## src/rtl/eyearch_pkg.sv

```systemverilog
// Shared types for the EyeArch control path.
// State and instruction-class encodings used by cu and cpu_sequencer.
package eyearch_pkg;

  typedef enum logic [2:0] {
    S_IDLE   = 3'd0,
    S_FETCH  = 3'd1,
    S_DECODE = 3'd2,
    S_EXEC   = 3'd3,
    S_MEM    = 3'd4,
    S_WB     = 3'd5,
    S_HALT   = 3'd6,
    S_FAULT  = 3'd7
  } seq_state_t;

  typedef enum logic [2:0] {
    IC_NOP    = 3'd0,
    IC_ALU    = 3'd1,
    IC_LOAD   = 3'd2,
    IC_STORE  = 3'd3,
    IC_BRANCH = 3'd4,
    IC_HALT   = 3'd5
  } inst_class_t;

  // Reserved class codes behave as NOP.
  function automatic inst_class_t norm_class(
    input logic [2:0] c
  );
    if (c > 3'd5) return IC_NOP;
    return inst_class_t'(c);
  endfunction

endpackage

```

## src/rtl/seq_perf_cnt.sv

```systemverilog
// Cycle and retirement counters for the sequencer.
// Built only when SEQ_PERF_CNT_EN is defined.
module seq_perf_cnt (
  input  logic        clk,
  input  logic        rst_n,
  input  logic        active,
  input  logic        retire,
  output logic [31:0] cycle_cnt,
  output logic [31:0] retired_cnt
);

  // Free-running counters, wrap at 2^32.
  always_ff @(posedge clk or negedge rst_n) begin
    if (!rst_n) begin
      cycle_cnt   <= '0;
      retired_cnt <= '0;
    end else begin
      if (active) cycle_cnt <= cycle_cnt + 32'd1;
      if (retire) retired_cnt <= retired_cnt + 32'd1;
    end
  end

endmodule

```

## src/rtl/cpu_sequencer.sv

```systemverilog
// Multi-cycle control sequencer: FSM, strobes, memory timeout.
// Optional perf counters under SEQ_PERF_CNT_EN.
module cpu_sequencer
  import eyearch_pkg::*;
#(
  parameter int MEM_TIMEOUT = 255
) (
  input  logic       clk,
  input  logic       rst_n,
  input  logic       run,
  input  logic [2:0] inst_class,
  input  logic       cond_true,
  input  logic       mem_ready,
  output logic       ir_load,
  output logic       pc_inc,
  output logic       pc_load,
  output logic       reg_read,
  output logic       alu_enable,
  output logic       reg_write,
  output logic       mem_req,
  output logic       mem_we,
  output logic       halted,
  output logic       fault,
  output logic [2:0] state
`ifdef SEQ_PERF_CNT_EN
  ,
  output logic [31:0] cycle_cnt,
  output logic [31:0] retired_cnt
`endif
);

  localparam int CW =
    (MEM_TIMEOUT > 1) ? $clog2(MEM_TIMEOUT) : 1;
  localparam logic [CW-1:0] TMO_LAST =
    CW'(MEM_TIMEOUT - 1);

  seq_state_t  st_q;
  seq_state_t  st_d;
  inst_class_t cls_q;
  inst_class_t dec_cls;
  logic [CW-1:0] tmo_q;
  logic        tmo_hit;

  assign dec_cls = norm_class(inst_class);
  assign tmo_hit = (MEM_TIMEOUT != 0) &&
                   (tmo_q == TMO_LAST);
  assign state   = st_q;

  // Next-state selection from current state and sampled inputs.
  always_comb begin
    st_d = st_q;
    case (st_q)
      S_IDLE:   if (run) st_d = S_FETCH;
      S_FETCH:  st_d = S_DECODE;
      S_DECODE: begin
        case (dec_cls)
          IC_NOP:  st_d = S_FETCH;
          IC_HALT: st_d = S_HALT;
          default: st_d = S_EXEC;
        endcase
      end
      S_EXEC: begin
        case (cls_q)
          IC_ALU:   st_d = S_WB;
          IC_LOAD,
          IC_STORE: st_d = S_MEM;
          default:  st_d = S_FETCH;
        endcase
      end
      S_MEM: begin
        if (mem_ready)
          st_d = (cls_q == IC_LOAD) ? S_WB : S_FETCH;
        else if (tmo_hit)
          st_d = S_FAULT;
      end
      S_WB:    st_d = S_FETCH;
      S_HALT:  if (run) st_d = S_FETCH;
      default: st_d = S_FAULT;
    endcase
  end

  // PC strobes depend on the inputs sampled in the current state.
  always_comb begin
    pc_inc  = 1'b0;
    pc_load = 1'b0;
    case (st_q)
      S_DECODE: pc_inc = (dec_cls == IC_NOP);
      S_EXEC: begin
        if (cls_q == IC_BRANCH) begin
          pc_load = cond_true;
          pc_inc  = !cond_true;
        end
      end
      S_MEM:   pc_inc = mem_ready &&
                        (cls_q == IC_STORE);
      S_WB:    pc_inc = 1'b1;
      S_HALT:  pc_inc = run;
      default: ;
    endcase
  end

  // State, latched class, timeout and registered Moore strobes.
  always_ff @(posedge clk or negedge rst_n) begin
    if (!rst_n) begin
      st_q       <= S_IDLE;
      cls_q      <= IC_NOP;
      tmo_q      <= '0;
      ir_load    <= 1'b0;
      reg_read   <= 1'b0;
      alu_enable <= 1'b0;
      reg_write  <= 1'b0;
      mem_req    <= 1'b0;
      mem_we     <= 1'b0;
      halted     <= 1'b1;
      fault      <= 1'b0;
    end else begin
      st_q <= st_d;
      if (st_q == S_DECODE) cls_q <= dec_cls;
      if (st_q == S_MEM && !mem_ready)
        tmo_q <= tmo_q + CW'(1);
      else
        tmo_q <= '0;
      ir_load    <= (st_d == S_FETCH);
      reg_read   <= (st_d == S_DECODE) ||
                    (st_d == S_EXEC);
      alu_enable <= (st_d == S_EXEC);
      reg_write  <= (st_d == S_WB);
      mem_req    <= (st_d == S_MEM);
      mem_we     <= (st_d == S_MEM) &&
                    (cls_q == IC_STORE);
      halted     <= (st_d == S_IDLE) ||
                    (st_d == S_HALT);
      fault      <= (st_d == S_FAULT);
    end
  end

`ifdef SEQ_PERF_CNT_EN
  logic active;
  assign active = !(st_q inside
                    {S_IDLE, S_HALT, S_FAULT});

  seq_perf_cnt u_perf (
    .clk         (clk),
    .rst_n       (rst_n),
    .active      (active),
    .retire      (pc_inc | pc_load),
    .cycle_cnt   (cycle_cnt),
    .retired_cnt (retired_cnt)
  );
`endif

endmodule

```

## config.mk

```make
export PLATFORM = sky130hd
export DESIGN_NAME = cpu_sequencer
export DESIGN_NICKNAME = d
export VERILOG_FILES = /design/src/rtl/eyearch_pkg.sv /design/src/rtl/seq_perf_cnt.sv /design/src/rtl/cpu_sequencer.sv
export SDC_FILE = /design/constraint.sdc
export NUM_CORES = 1
export LEC_CHECK = 0
export ABC_AREA = 0
export BUFFER_PORTS_ARGS = -buffer_cell sky130_fd_sc_hd__buf_2
export CAP_MARGIN = 20
export CELL_PAD_IN_SITES_DETAIL_PLACEMENT = 1
export CELL_PAD_IN_SITES_GLOBAL_PLACEMENT = 2
export CORE_MARGIN = 2
export CORE_UTILIZATION = 31
export CTS_CLUSTER_DIAMETER = 100
export DETAILED_ROUTE_END_ITERATION = 8
export PLACE_DENSITY = 0.85
export SLEW_MARGIN = 20
export SYNTH_ARGS = -nofsm -noshare
export SYNTH_HDL_FRONTEND = slang
export SYNTH_HIERARCHICAL = 1
export SYNTH_SLANG_ARGS = --single-unit
```

## constraint.sdc

```tcl
create_clock -name clk -period 1.6 [get_ports clk]
set_input_delay 0.16 -clock clk [delete_from_list [all_inputs] [get_ports clk]]
set_output_delay 0.16 -clock clk [all_outputs]
set_load 0.03 [all_outputs]
```

### Yosys cells after proc, flatten, opt, wreduce, memory -nomap -nowiden

Cells that the tools add are included.

* $add $sub $neg: 1
* $lt $le $gt $ge: 1
* reductions and logical operators: 12
* eq/ne operators: 19
* muxes and demuxes: 15

Operators with widths (count)
* $eq A3 B3 Y1 const B: 9
* $eq A3 B2 Y1 const B: 6
* $mux W3: 6
* $pmux W3 S6: 1
* $pmux W3 S2: 2
* $eq A3 B1 Y1 const B: 3
* $logic_not A3 Y1: 3
* $add A8 B1 Y8 const B: 1
* $eq A8 B8 Y1 const B: 1
* $mux W8: 1
* $pmux W1 S5: 1
* $mux W1: 4
* $reduce_or A2 Y1: 2
* $gt A3 B3 Y1 const B: 1
* $logic_and A1 B1 Y1: 3
* $logic_not A1 Y1: 2
* $logic_or A1 B1 Y1: 2

* output and inout bits: 13
* flip-flop bits (word level): 22
* bits of input ports: 8
* logic and storage cells: 59

### Depth between registers and ports, before layout

* depth in word-level cells: 8
* gate-level depth with buffers: 8
* gate-level depth less buffers: 8

### Worst setup path after synthesis

Ideal clock, no wire load.

* kind: reg2out
* start point: register st_q[2], in the netlist state[2]
* end point: output port pc_inc
* arrival time: 1702 ps
* cell stages (with the launch flop): 5
* required time: 1440 ps
* setup slack: -262 ps
* path buffers: 1
* path through: dfrtp_1 -> buf_4 -> and2b_2 -> nand4_1 -> o21ai_0

* longest elaborated chain between the ends: 2
* elaborated cells on any way between the ends: 6
* classes of those cells: 5 x eq/ne; 1 x mux

Ends and longest elaborated chain
* from (decl): line cpu_sequencer.sv:37 `seq_state_t st_q;`
* from (signal assigned): line cpu_sequencer.sv:117 `st_q <= st_d;`
* $eq A3 B3 Y1 / $eq A3 B2 Y1 (equally long branches): line cpu_sequencer.sv:86 `case (st_q)`
* $pmux W1 S5 (*): line cpu_sequencer.sv:86
* to (decl): line cpu_sequencer.sv:15 `output logic pc_inc,`

Mark *: on every way between the ends. The rest lies on a longest branch, timed or not.

### Worst setup path after layout

* start point: register cls_q[2]
* end point: output port pc_inc

* longest elaborated chain between the ends: 3
* elaborated cells on any way between the ends: 5
* classes of those cells: 2 x eq/ne; 2 x mux; 1 x reduce/logical

Ends and longest elaborated chain
* from (decl): line cpu_sequencer.sv:39 `inst_class_t cls_q;`
* from (signal assigned): line cpu_sequencer.sv:118 `if (st_q == S_DECODE) cls_q <= dec_cls;`
* $eq A3 B3 Y1 / $eq A3 B2 Y1 (equally long branches): line cpu_sequencer.sv:89, cpu_sequencer.sv:95
* $mux W1 / $logic_and A1 B1 Y1 (equally long branches): line cpu_sequencer.sv:89, cpu_sequencer.sv:94
* $pmux W1 S5 (*): line cpu_sequencer.sv:86

Marked as above.

==> impl_metrics.ini <==
[run_status]
outcome = complete, but fails checks
violations = negative setup slack

[worst_setup_path]
cp.arrival_ps = 1490
r2r-end = mem_we
crit_chain = buf_6 -> nand4b_1 -> a211oi_2 -> a31oi_1 -> o21ai_1 -> buf_4
r2r_cells = 5
start_kind = register
slowest_delay_ps = 390
worstPathMaxFanout = 4
endpoint_kind = output pin
critPathRequiredTime_ps = 1440
crit_path_top_delay_cell = dfrtp_1
crit_type = register to output pin
r2r_start = cls_q[0]
rrSetupSlack_ps = -30

[power]
irDropWorstVdd_v = 0.000816
power_frac_comb = 0.575
p_seq_frac = 0.284
p_total_mw = 2.80
clkPwrFrac = 0.141
power_density_mw_per_mm2 = 1800
switchingPower_mw = 1.16
p_int_mw = 1.64
p_leak_nw = 0.745
swShare = 0.414

[clock_network]
htree_levels = 1
clkLatencyLatePin_ps = 260
cts_max_path_buffers = 2
cts_tree = built
cts_buffers = 3
cts.sinks = 22
cts_root_buf = clkbuf_8
clk_pin_slew_ps = 80

[sta]
hold_violations = 0
slew_viol_final = 0
worst_slack_ps = -53.5
finalCritPeriodShare = 1.03
finalSetupViolations = 4
relSlewSlack = 0.672
skew_ps = 4.35
fmax_ghz = 0.605
final.min_clock_period_ps = 1650
rsz0062_at_grt = true
tns_ps = -126
worstMarginPinSlew_ps = 491

[placement]
gp_congestion = 0.785
port-buffer-count = 20
dp_hpwl_mm = 2.11

[route]
initialDrtViolationCount = 25
antenna_left = 0
viasPerCell = 4.76
drt-total-wl_mm = 2.91
via_count = 956
drt-pass1-iter-count = 4
wl_per_cell_um = 14.5
drc = 0

[synthesis]
ys_warn_count = 6
synth_commonest_cells = dfrtp_1 (21), nor2_1 (12), nand2_1 (7), o21ai_0 (7), inv_1 (6)
synthCells = 111
synth-async-reset-ratio = 1.00
yosysMostFrequentCell = dfrtp_1
syn_area_mm2 = 0.00115
synth_area_leader_cell = dfrtp_1
synth.avg_cell_area_um2 = 10.4
ys_seq_area_frac = 0.479
yosysUniqueCellTypes = 45
synth_edf_count = 0
ys_ff_latch = 22
synth_top_area_share = 0.456
synthTopCellsByArea = dfrtp_1 (46%), nor2_1 (3.9%), xor2_1 (3.8%), o21ai_0 (3.0%), dfstp_2 (2.3%)
syn_nets = 121
synth_ff_type = dfrtp_1

[die]
die_h_um = 65.0
die-area_mm2 = 0.00422
num_io_pins = 21
coreArea_mm2 = 0.00361
num_rows = 22
die_w_um = 65.0
initial_utilization = 0.320

[job]
cap_viol_max_count = 0

[global_route]
track_usage = 0.152
gr-total-overflow = 0
grt_antenna_before_repair = 0
grt_max_degree = 23
grt_pass1_vias = 1054
grt_pass1_wl_mm = 4.86

[hold_path]
hold_path_end = cls_q[0]
hp-class = primary input to register
hold_path_depth = 3
hp-start = inst_class[0]

[cells_and_area]
finalNetCount = 164
nFillCells = 412
diodes = 0
areaGrowthSynthToFinish_pct = 35.1
drive_above_1_share = 0.458
top_register = tmo_q
largest_register_ffs = 8
## kinds of logic (layout without fill, tap and decap cells)
kind of cell,Yosys count,count (layout),synth area share
fa+ha+maj,2,2,0.0217
buf+inv,12,54,0.0586
xor+xnor,6,6,0.0456
compound gates,17,17,0.118
simple gates,52,52,0.277
flops,22,22,0.479
## area by class of cell
class                   instances  area [µm²]  share of cell area
multi-input cells              77         577               0.371
flip-flops and latches         22         556               0.357
well taps                      48        60.1              0.0386
clock buffers                   4        55.1              0.0354
inverters                       8        32.5              0.0209
repair buffers                 42         277               0.178
## metrics by stage
step	hold slack (ps)	std cells	utilization	setup WS, ps	cell area [µm²]
after floorplan	-136	111	-	-114	1180
after global placement	137	187	0.385	-26.3	1390
after detailed placement	153	187	0.385	-55.6	1390
after CTS	169	195	0.413	-53.9	1490
after global routing	175	201	0.432	-179	1560
final	165	201	0.432	-53.5	1560
## power by group through the flow
stage,logic [mW],registers (mW),clock network [mW]
2_1_floorplan,0.746,1.01,0
3_3_place_gp,1.31,0.789,0
3_5_place_dp,1.34,0.802,0
4_1_cts,1.43,0.796,0.410
5_1_grt,1.76,0.810,0.439
6_report,1.61,0.794,0.394
## timing repair
action | in CTS | in global routing
gates resized for setup | 4 | 6
setup endpoints to repair | 6 | 10
endpoints found under the hold margin | 21 | 0
pin swaps | 2 | 3
hold buffers | 1 | 0
setup buffers | 3 | 6
## how the worst max path moves through the flow
stage | start | endpoint | slack [ps]
finish | cls_q[2] | pc_inc | -50
global route | cls_q[0] | mem_we | -180
CTS | cls_q[2] | pc_inc | -50
detailed placement | cls_q[0] | halted | -60
global placement | cls_q[0] | halted | -30
floorplan | state[2] | fault | -110
## worst max-delay path: cells and delay by family, from the launching register on
family          cells  cell delay, ps
compound gates      3             350
simple gates        1             200
flops               1             390
buf+inv             2             290
## metal layers
metal / vias up / GRT usage / share of wire
met4: 0 / 0.0266 / 0.0086
met2: 14 / 0.304 / 0.58
met5: - / 0 / 0
li1: 467 / - / -
met3: 2 / 0.0451 / 0.030
met1: 473 / 0.155 / 0.38
## placed cells by master, fill, tap and decap left out, types with 3 or more instances in the layout
| master | synthesis | routed |
|---|---|---|
| nand4_1 | 3 | 3 |
| buf_4 | 1 | 22 |
| nand3_1 | 5 | 5 |
| inv_1 | 6 | 6 |
| clkbuf_8 | 1 | 4 |
| nor2_1 | 12 | 11 |
| o21ai_0 | 7 | 5 |
| nand2b_1 | 3 | 3 |
| xor2_1 | 5 | 5 |
| dfrtp_1 | 21 | 18 |
| nand2_1 | 7 | 7 |
| buf_2 | 1 | 18 |
| dfrtp_2 | 0 | 3 |
(Power assumes the default switching activity.)
